### src/rtl/fft8_pkg.sv
// Shared types and bus-packing helpers for the 8-point FFT frame controller.
package fft8_pkg;

  localparam int N      = 8;
  localparam int LOG2N  = 3;
  localparam int CPLX_W = 16;

  typedef logic [LOG2N-1:0] idx_t;

  typedef struct packed {
    logic signed [CPLX_W-1:0] re;
    logic signed [CPLX_W-1:0] im;
  } cplx_t;

  typedef enum logic {IN_FILL, IN_WAIT_LAUNCH} in_state_t;
  typedef enum logic {OUT_IDLE, OUT_DRAIN} out_state_t;

  // Element k occupies two adjacent W-bit slots on the 16*W bus: real first, then imag.
  function automatic int re_off(input int k, input int w);
    return 2 * k * w;
  endfunction

  function automatic int im_off(input int k, input int w);
    return (2 * k + 1) * w;
  endfunction

endpackage

### src/rtl/fft8_lat_tracker.sv
// Follows one frame through the fixed-latency FFT: a LAT-deep token shift register plus an in-flight flag.
module fft8_lat_tracker #(
  parameter int LAT = 4
) (
  input  logic clk,
  input  logic reset,
  input  logic launch,
  output logic capture,
  output logic inflight
);

  logic [LAT-1:0] r_tok;
  logic           r_inflight;

  always_ff @(posedge clk) begin
    if (reset) begin
      r_tok      <= '0;
      r_inflight <= 1'b0;
    end else begin
      r_tok <= (r_tok << 1) | LAT'(launch);
      if (launch)
        r_inflight <= 1'b1;
      else if (r_tok[LAT-1])
        r_inflight <= 1'b0;
    end
  end

  assign capture  = r_tok[LAT-1];
  assign inflight = r_inflight;

endmodule

### src/rtl/fft8_frame_ctrl.sv
// Collects 8 serial samples, launches them onto the FFT, captures the result LAT cycles later and drains it serially.
// Build option FFT8_CTRL_SCALE_EN: outputs are scaled by 1/8 with round-half-up.
module fft8_frame_ctrl #(
  parameter int W   = 16,
  parameter int LAT = 4
) (
  input  logic                clk,
  input  logic                reset,
  input  logic                in_valid,
  output logic                in_ready,
  input  logic signed [W-1:0] in_re,
  input  logic signed [W-1:0] in_im,
  output logic [16*W-1:0]     fft_x,
  input  logic [16*W-1:0]     fft_y,
  output logic                out_valid,
  input  logic                out_ready,
  output logic signed [W-1:0] out_re,
  output logic signed [W-1:0] out_im,
  output logic [2:0]          out_idx,
  output logic                out_last,
  output logic                busy
);

  import fft8_pkg::*;

  function automatic logic signed [W-1:0] scale_out(input logic signed [W-1:0] v);
`ifdef FFT8_CTRL_SCALE_EN
    logic signed [W:0] t;
    t = $signed({v[W-1], v}) + $signed((W+1)'(4));
    t = t >>> 3;
    return t[W-1:0];
`else
    return v;
`endif
  endfunction

  in_state_t  r_in_state, w_in_next;
  out_state_t r_out_state, w_out_next;
  idx_t       r_wr_idx, r_rd_idx;
  logic       w_accept, w_launch, w_capture, w_inflight, w_out_hs;

  logic signed [W-1:0] r_ibuf_re [N];
  logic signed [W-1:0] r_ibuf_im [N];
  logic signed [W-1:0] r_obuf_re [N];
  logic signed [W-1:0] r_obuf_im [N];

  assign w_accept = in_valid && in_ready;
  assign w_out_hs = out_valid && out_ready;
  // A launch needs an empty pipeline and an empty obuf, so a capture never overwrites undrained bins.
  assign w_launch = (r_in_state == IN_WAIT_LAUNCH) && !w_inflight && (r_out_state == OUT_IDLE);

  fft8_lat_tracker #(.LAT(LAT)) u_trk (
    .clk      (clk),
    .reset    (reset),
    .launch   (w_launch),
    .capture  (w_capture),
    .inflight (w_inflight)
  );

  always_ff @(posedge clk) begin
    if (reset) begin
      r_in_state  <= IN_FILL;
      r_out_state <= OUT_IDLE;
      r_wr_idx    <= '0;
      r_rd_idx    <= '0;
    end else begin
      r_in_state  <= w_in_next;
      r_out_state <= w_out_next;
      if (w_launch)
        r_wr_idx <= '0;
      else if (w_accept)
        r_wr_idx <= r_wr_idx + idx_t'(1);
      if (w_out_hs)
        r_rd_idx <= r_rd_idx + idx_t'(1);
    end
  end

  always_comb begin
    w_in_next = r_in_state;
    case (r_in_state)
      IN_FILL:        if (w_accept && r_wr_idx == idx_t'(N-1)) w_in_next = IN_WAIT_LAUNCH;
      IN_WAIT_LAUNCH: if (w_launch) w_in_next = IN_FILL;
      default:        w_in_next = IN_FILL;
    endcase
  end

  always_comb begin
    w_out_next = r_out_state;
    case (r_out_state)
      OUT_IDLE:  if (w_capture) w_out_next = OUT_DRAIN;
      OUT_DRAIN: if (w_out_hs && r_rd_idx == idx_t'(N-1)) w_out_next = OUT_IDLE;
      default:   w_out_next = OUT_IDLE;
    endcase
  end

  always_comb begin
    in_ready  = (r_in_state == IN_FILL);
    out_valid = (r_out_state == OUT_DRAIN);
    out_idx   = out_valid ? r_rd_idx : '0;
    out_last  = out_valid && (r_rd_idx == idx_t'(N-1));
    out_re    = out_valid ? scale_out(r_obuf_re[r_rd_idx]) : '0;
    out_im    = out_valid ? scale_out(r_obuf_im[r_rd_idx]) : '0;
    busy      = (r_in_state == IN_WAIT_LAUNCH) || (r_wr_idx != '0) || w_inflight ||
                (r_out_state == OUT_DRAIN);
  end

  // Sample and result storage; contents are only meaningful under the control state above.
  always_ff @(posedge clk) begin
    if (w_accept) begin
      r_ibuf_re[r_wr_idx] <= in_re;
      r_ibuf_im[r_wr_idx] <= in_im;
    end
    if (w_capture) begin
      for (int k = 0; k < N; k++) begin
        r_obuf_re[k] <= fft_y[re_off(k, W) +: W];
        r_obuf_im[k] <= fft_y[im_off(k, W) +: W];
      end
    end
  end

  always_comb begin
    fft_x = '0;
    for (int k = 0; k < N; k++) begin
      fft_x[re_off(k, W) +: W] = r_ibuf_re[k];
      fft_x[im_off(k, W) +: W] = r_ibuf_im[k];
    end
  end

endmodule
### config.mk
export PLATFORM = sky130hd
export DESIGN_NAME = fft8_frame_ctrl
export DESIGN_NICKNAME = d
export VERILOG_FILES = /design/src/rtl/fft8_pkg.sv /design/src/rtl/fft8_lat_tracker.sv /design/src/rtl/fft8_frame_ctrl.sv
export SDC_FILE = /design/constraint.sdc
export NUM_CORES = 1
export LEC_CHECK = 0
export CORE_AREA = 4 4 226 228
export DETAILED_ROUTE_END_ITERATION = 6
export DIE_AREA = 0 0 230 232
export GPL_TIMING_DRIVEN = 0
export MAX_ROUTING_LAYER = met4
export PLACE_DENSITY_LB_ADDON = 0.3
export SLEW_MARGIN = 20
export SYNTH_ARGS = -nofsm -noshare
export SYNTH_HDL_FRONTEND = slang
export SYNTH_SLANG_ARGS = --single-unit
export TNS_END_PERCENT = 5
### constraint.sdc
create_clock -name clk -period 11.7 [get_ports clk]
set_input_delay 2.34 -clock clk [delete_from_list [all_inputs] [get_ports clk]]
set_output_delay 2.34 -clock clk [all_outputs]
set_load 0.02 [all_outputs]
* After elaboration in Yosys (flattened, before gate mapping)
Memory sizes are Yosys's and may differ from the RTL's. A register that Yosys moved wholly into a read port is not among the register bits.
Cells that the tools add are included.
** Storage, ports and cells
- Memories kept :: 4
- Logic and storage cells :: 49
- Bits in latches :: 0
- ROM bits :: 0
- RAM bits :: 512
- Output and inout bits :: 295
- Register bits :: 13
- Input bits :: 292
** Operators by class
- Equality and inequality tests :: 2
- Shifts and indexed selects :: 0
- $add $sub $neg :: 2
- Divide/modulo/power cells :: 0
- Magnitude comparators :: 0
- Muxes and demuxes :: 18
- Reductions and logical operators :: 14
- Multiply operators :: 0
- Bitwise logic cells :: 3
** Memory list
- r_ibuf_im :: depth 8, bits a word 16, rd ports 8, clocked after memory_dff 0, write ports 1, line fft8_frame_ctrl.sv:43 : logic signed [W-1:0] r_ibuf_im [N];
- r_ibuf_re :: depth 8, bits a word 16, rd ports 8, clocked after memory_dff 0, write ports 1, line fft8_frame_ctrl.sv:42 : logic signed [W-1:0] r_ibuf_re [N];
- r_obuf_im :: depth 8, bits a word 16, rd ports 1, clocked after memory_dff 1, write ports 8, line fft8_frame_ctrl.sv:45 : logic signed [W-1:0] r_obuf_im [N];
- r_obuf_re :: depth 8, bits a word 16, rd ports 1, clocked after memory_dff 1, write ports 8, line fft8_frame_ctrl.sv:44 : logic signed [W-1:0] r_obuf_re [N];
** Operator list (count)
- $mux W16 :: 2
- $mux W3 :: 5
- $mux W1 :: 9
- $logic_and A1 B1 Y1 :: 7
- $add A3 B1 Y3 const B :: 2
- $eq A3 B3 Y1 const B :: 2
- $or A4 B1 Y4 :: 1
- $pmux W1 S2 :: 2
- $logic_or A1 B1 Y1 :: 3
- $reduce_bool A3 Y1 :: 1
- $not A1 Y1 :: 2
- $reduce_bool A2 Y1 :: 1
- $reduce_or A2 Y1 :: 1
- $logic_not A1 Y1 :: 1

* Longest topological paths before layout
- Word-level depth :: 5
- Gate-level depth with buffers :: 6
- Mapped depth without buffers :: 4

* By module
A second synthesis with hierarchy kept.
** Second synthesis, totals
- Cell total of the unflattened synthesis :: 810
- Area total of the unflattened synthesis :: 18410.2 sq um
** By module, submodules not included
- fft8_frame_ctrl :: seq. area each 15595.0 sq um, cells each 798, area an instance 18261.3 sq um, times used 1
- fft8_lat_tracker :: seq. area each 100.1 sq um, cells each 12, area an instance 148.9 sq um, times used 1

* Worst setup path after synthesis
Ideal clock, no wire load.
- Kind :: register -> register
- Start :: register u_trk.r_tok[3]
- End :: register u_trk.r_inflight, in the netlist u_trk.inflight
- Setup slack :: 5.136 ns
- Path buffers :: 0
- Setup time :: 0.132 ns
- Arrival time :: 6.431 ns
- Stages on the path, launching flop included :: 3
- Path through :: dfxtp_1 > nand2b_1 > a21oi_1
** On the way
- Cells in the longest elaborated chain, start to end :: 1
** RTL lines
- start: declaration :: line fft8_lat_tracker.sv:12 : logic [LAT-1:0] r_tok;
- start signal: assignment :: line fft8_lat_tracker.sv:20 : r_tok <= (r_tok << 1) | LAT'(launch);
- $reduce_bool A2 Y1 (no source line)
- end signal: assignment :: line fft8_lat_tracker.sv:18 : r_inflight <= 1'b0;
- end signal: assignment :: line fft8_lat_tracker.sv:22 : r_inflight <= 1'b1;
- end signal: assignment :: line fft8_lat_tracker.sv:24 : r_inflight <= 1'b0;
- end: declaration :: line fft8_lat_tracker.sv:13 : logic r_inflight;
No other way between the ends.
A chain may end at the register's enable or synchronous reset.

==> key figures <==
Routing
  – DRT Pass-1 Iters: 5
  – WL per Instance: 26.5 um
  – Vias: 10,500
  – DRC: 0
  – Vias per inst: ~4.8
  – ANT nets after route: 0
  – Initial DRC count: 716
  – Final WL: 58,200 um

Timing
  – Hold Worst Slack: 0.439 ns
  – Min Tclk post-route: about 5.3 ns
  – Final period util: 44.9%
  – Relative slew slack: 38.3%
  – Final Setup Violations: 0
  – Slew Limit Fails: 0
  – Clk_skew: 0.0354 ns
  – Setup WS post-layout: 6.44 ns
  – Final Hold Fails: 0
  – Peak Freq: 190 MHz
  – RSZ-0062 raised after global routing: no
  – Worst slew pin tran: slightly above 0.9 ns
  – Setup_tns: 0 ns

Worst setup path
  – Worst path buffer plus inverter count: 3
  – Critical R2R Launch: r_in_state$_SDFF_PP0_
  – Worst reg2reg path depth: 7
  – Delay-heaviest family, CP: buffers and inverters
  – Critical path, cell by cell: buf_4 -> nand2b_1 -> clkbuf_1 -> o21ai_0 -> a221oi_2 -> clkdlybuf4s50_1
  – Arrival time at the worst endpoint: 2.92 ns
  – Slowest cell delay on critical path: 0.66 ns
  – Highest net fanout along the worst path: 10
  – Worst setup SP type: flop
  – Worst EP required: around 9.4 ns
  – Crit-path slowest cell: clkdlybuf4s50_1
  – Crit. End Element: primary output
  – Category of the most critical setup path: reg -> out
  – RR Endpoint: r_ibuf_re[2][7]$_DFFE_PP_
  – R2R setup slack: between 9 and 10 ns

Finish
  – Share of cells above drive strength 1: 14.8%
  – Layout net count: 1,771
  – Layout area overhead: 48.6%

Place
  – GPL Wtd Cong: 0.817
  – Post-Place Setup Slack: 6.68 ns
  – Detailed-placement wirelength estimate: 43,200 um
  – IO buf count: between 500 and 600

Floorplan
  – Die height: 232 um
  – Ports: 587
  – Die Width: 230 um
  – Row cnt: 81
  – Core area: 0.0488 mm2
  – Starting density of the core: a little under two fifths
  – Die area: ~0.053 mm2

CTS
  – Worst skew pair latency: roughly 0.62 ns
  – Post-CTS Resized: 0
  – Clock Sinks: around 530
  – CTS Root Cell: clkbuf_16
  – Post-CTS Setup Bufs: 0
  – Htree depth: 2
  – CTS tree: yes
  – CTS Hold Bufs: 0
  – Number of buffers created by CTS: 56
  – Reg clk slew, reported paths: 0.06 ns
  – Maximum buffer depth of the clock tree: 3

Worst hold path
  – Hold Crit Depth: 1
  – Hold/Removal Path Class: reg -> reg
  – Hold EP: u_trk.r_tok[3]$_SDFF_PP0_
  – Hold path start: u_trk.r_tok[2]$_SDFF_PP0_

Outcome
  – Status: finished clean

Yosys
  – Area leader, netlist: edfxtp_1
  – Syn Nets: 1,107
  – Top cells by area, synth: edfxtp_1, mux4_2, a221oi_2
  – Post-synth ARST share: 0%
  – Top-area cell type share of the netlist area: ~84%
  – Yosys cell types: 30
  – Number of enable flip-flop cells after synthesis: 512
  – Yosys reg bits: 528
  – Register area share after synthesis: 85.3%
  – Main synth FF type: edfxtp_1
  – Synth warn: 0
  – Post-Syn Area: 0.0184 mm2
  – Mean Syn Cell Area: 22.7 um2
  – Mapped Cells: 810

Pwr
  – P_leak: between 8 and 9 nW
  – Worst vdd ir: 0.196 mV
  – Power density over cell area: approximately 150 mW/mm2

Job
  – Max Cap Viol: 0

GRT
  – Initial antenna violation count: 13
  – Total Routing Usage GR: 21.8%
  – Global-route wire length before repair: 81,300 um
  – Pin count of the biggest net entering global routing: a little over 60
  – Global route overflow: 0
  – Vias in the first global route: 11,200
registers in the layout (all words and copies together) (netlist names), named ones only:
register and flops:
out_valid 1, r_ibuf_im 128, r_ibuf_re 128, r_in_state 1
r_obuf_im 128, r_obuf_re 128, r_rd_idx 3, r_wr_idx 3
u_trk.inflight 1, u_trk.r_tok 4
metrics by stage:
stage          instance area (um2)  util [%]  power, mW  cells
2_1_floorplan                18400         -       2.18    810
3_3_place_gp                 25100      51.4       2.35   2060
3_5_place_dp                 25500      52.2       2.35   2080
4_1_cts                      27300      55.9       4.10   2183
5_1_grt                      27400      56.0       4.20   2196
6_report                     27400      56.0       4.07   2197
area by class of cell:
cell class	count	area, um2
fillers	3787	21500
plain buffers	31	219
diodes	14	35.0
flip-flops and latches	528	15700
clock inverters	40	405
clock buffers	63	1430
inverters	35	131
well taps	664	831
multi-input cells	216	2410
repair buffers	606	6190
cell families (layout without fill, tap and decap cells):
logic type                 Yosys count  after routing  synth area share [%]
AOI/OAI and AO/OA                   70             70                  3.60
xor gates and xnor gates             2              2                0.0952
adders and majority gates            5              5                 0.340
buffers and inverters               66            775                  1.90
DFF                                528            528                  85.3
muxes                               98             98                  7.72
other                                0             14                     0
and+or+nand+nor                     41             41                  1.05
power breakdown:
part           leakage, nW  switching [mW]  internal (mW)
clock network        0.894           0.739           1.01
logic                 3.33          0.0880          0.122
registers             4.76         0.00651           2.10
per-layer routing:
| metal | global-route usage [%] | up-vias | routed length (um) |
|---|---|---|---|
| met5 | - | - | 0 |
| met4 | 7.15 | 0 | 1500 |
| met3 | 7.88 | 71 | 5460 |
| met2 | 36.2 | 464 | 29600 |
| met1 | 24.8 | 5326 | 21600 |
| li1 | - | 4620 | - |
cells in the mapped netlist (2+ instances only):
cell      count
a21oi_1       3
a221oi_1      2
a221oi_2     30
and2_1        4
buf_12        3
buf_2         7
buf_4         6
buf_6         3
clkbuf_1     12
dfxtp_1      16
edfxtp_1    512
ha_1          5
inv_1        35
mux2_2       32
mux2i_1      34
mux4_2       32
nand2_1       8
nand2b_1      3
nand3_1       3
nor2_1       15
nor2b_1       4
nor3_1        2
o21ai_0      32
worst max-delay path by stage:
| stage | cells after the start | start | end | slack, ns |
|---|---|---|---|---|
| global placement | 0 | u_trk.r_tok[3]$_SDFF_PP0_ | r_obuf_im[5][12]$_DFFE_PP_ | 2.98 |
| finish | 6 | flop | out_im[10] | 6.44 |
| CTS | 6 | flop | out_im[10] | 6.36 |
| global route | 6 | flop | out_im[13] | 6.21 |
| floorplan | 2 | u_trk.r_tok[3]$_SDFF_PP0_ | u_trk.inflight$_SDFFE_PP0P_ | 5.14 |
| detailed placement | 8 | in_valid | r_ibuf_re[2][7]$_DFFE_PP_ | 6.68 |
placed cells by master, fill, tap and decap left out, types with 2 or more instances in the layout:
cell / n
o21ai_0: 32
edfxtp_1: 512
clkinv_2: 12
buf_4: 14
bufinv_16: 6
nor3_2: 2
mux4_2: 32
dfxtp_1: 15
nor2_4: 6
nor2b_1: 4
and2_1: 4
clkbuf_1: 19
clkinv_4: 2
mux2i_1: 34
buf_12: 9
clkbuf_16: 56
nand2_1: 8
mux2_2: 32
clkdlybuf4s50_1: 586
buf_2: 7
clkinv_16: 2
inv_1: 35
nand2b_1: 3
a21oi_1: 3
clkinvlp_4: 2
a221oi_1: 2
clkinv_1: 14
nand3_1: 3
ha_1: 5
buf_6: 4
diode_2: 14
buf_16: 5
a221oi_2: 30
nor2_1: 9
Power figures use the tool's default switching activity.
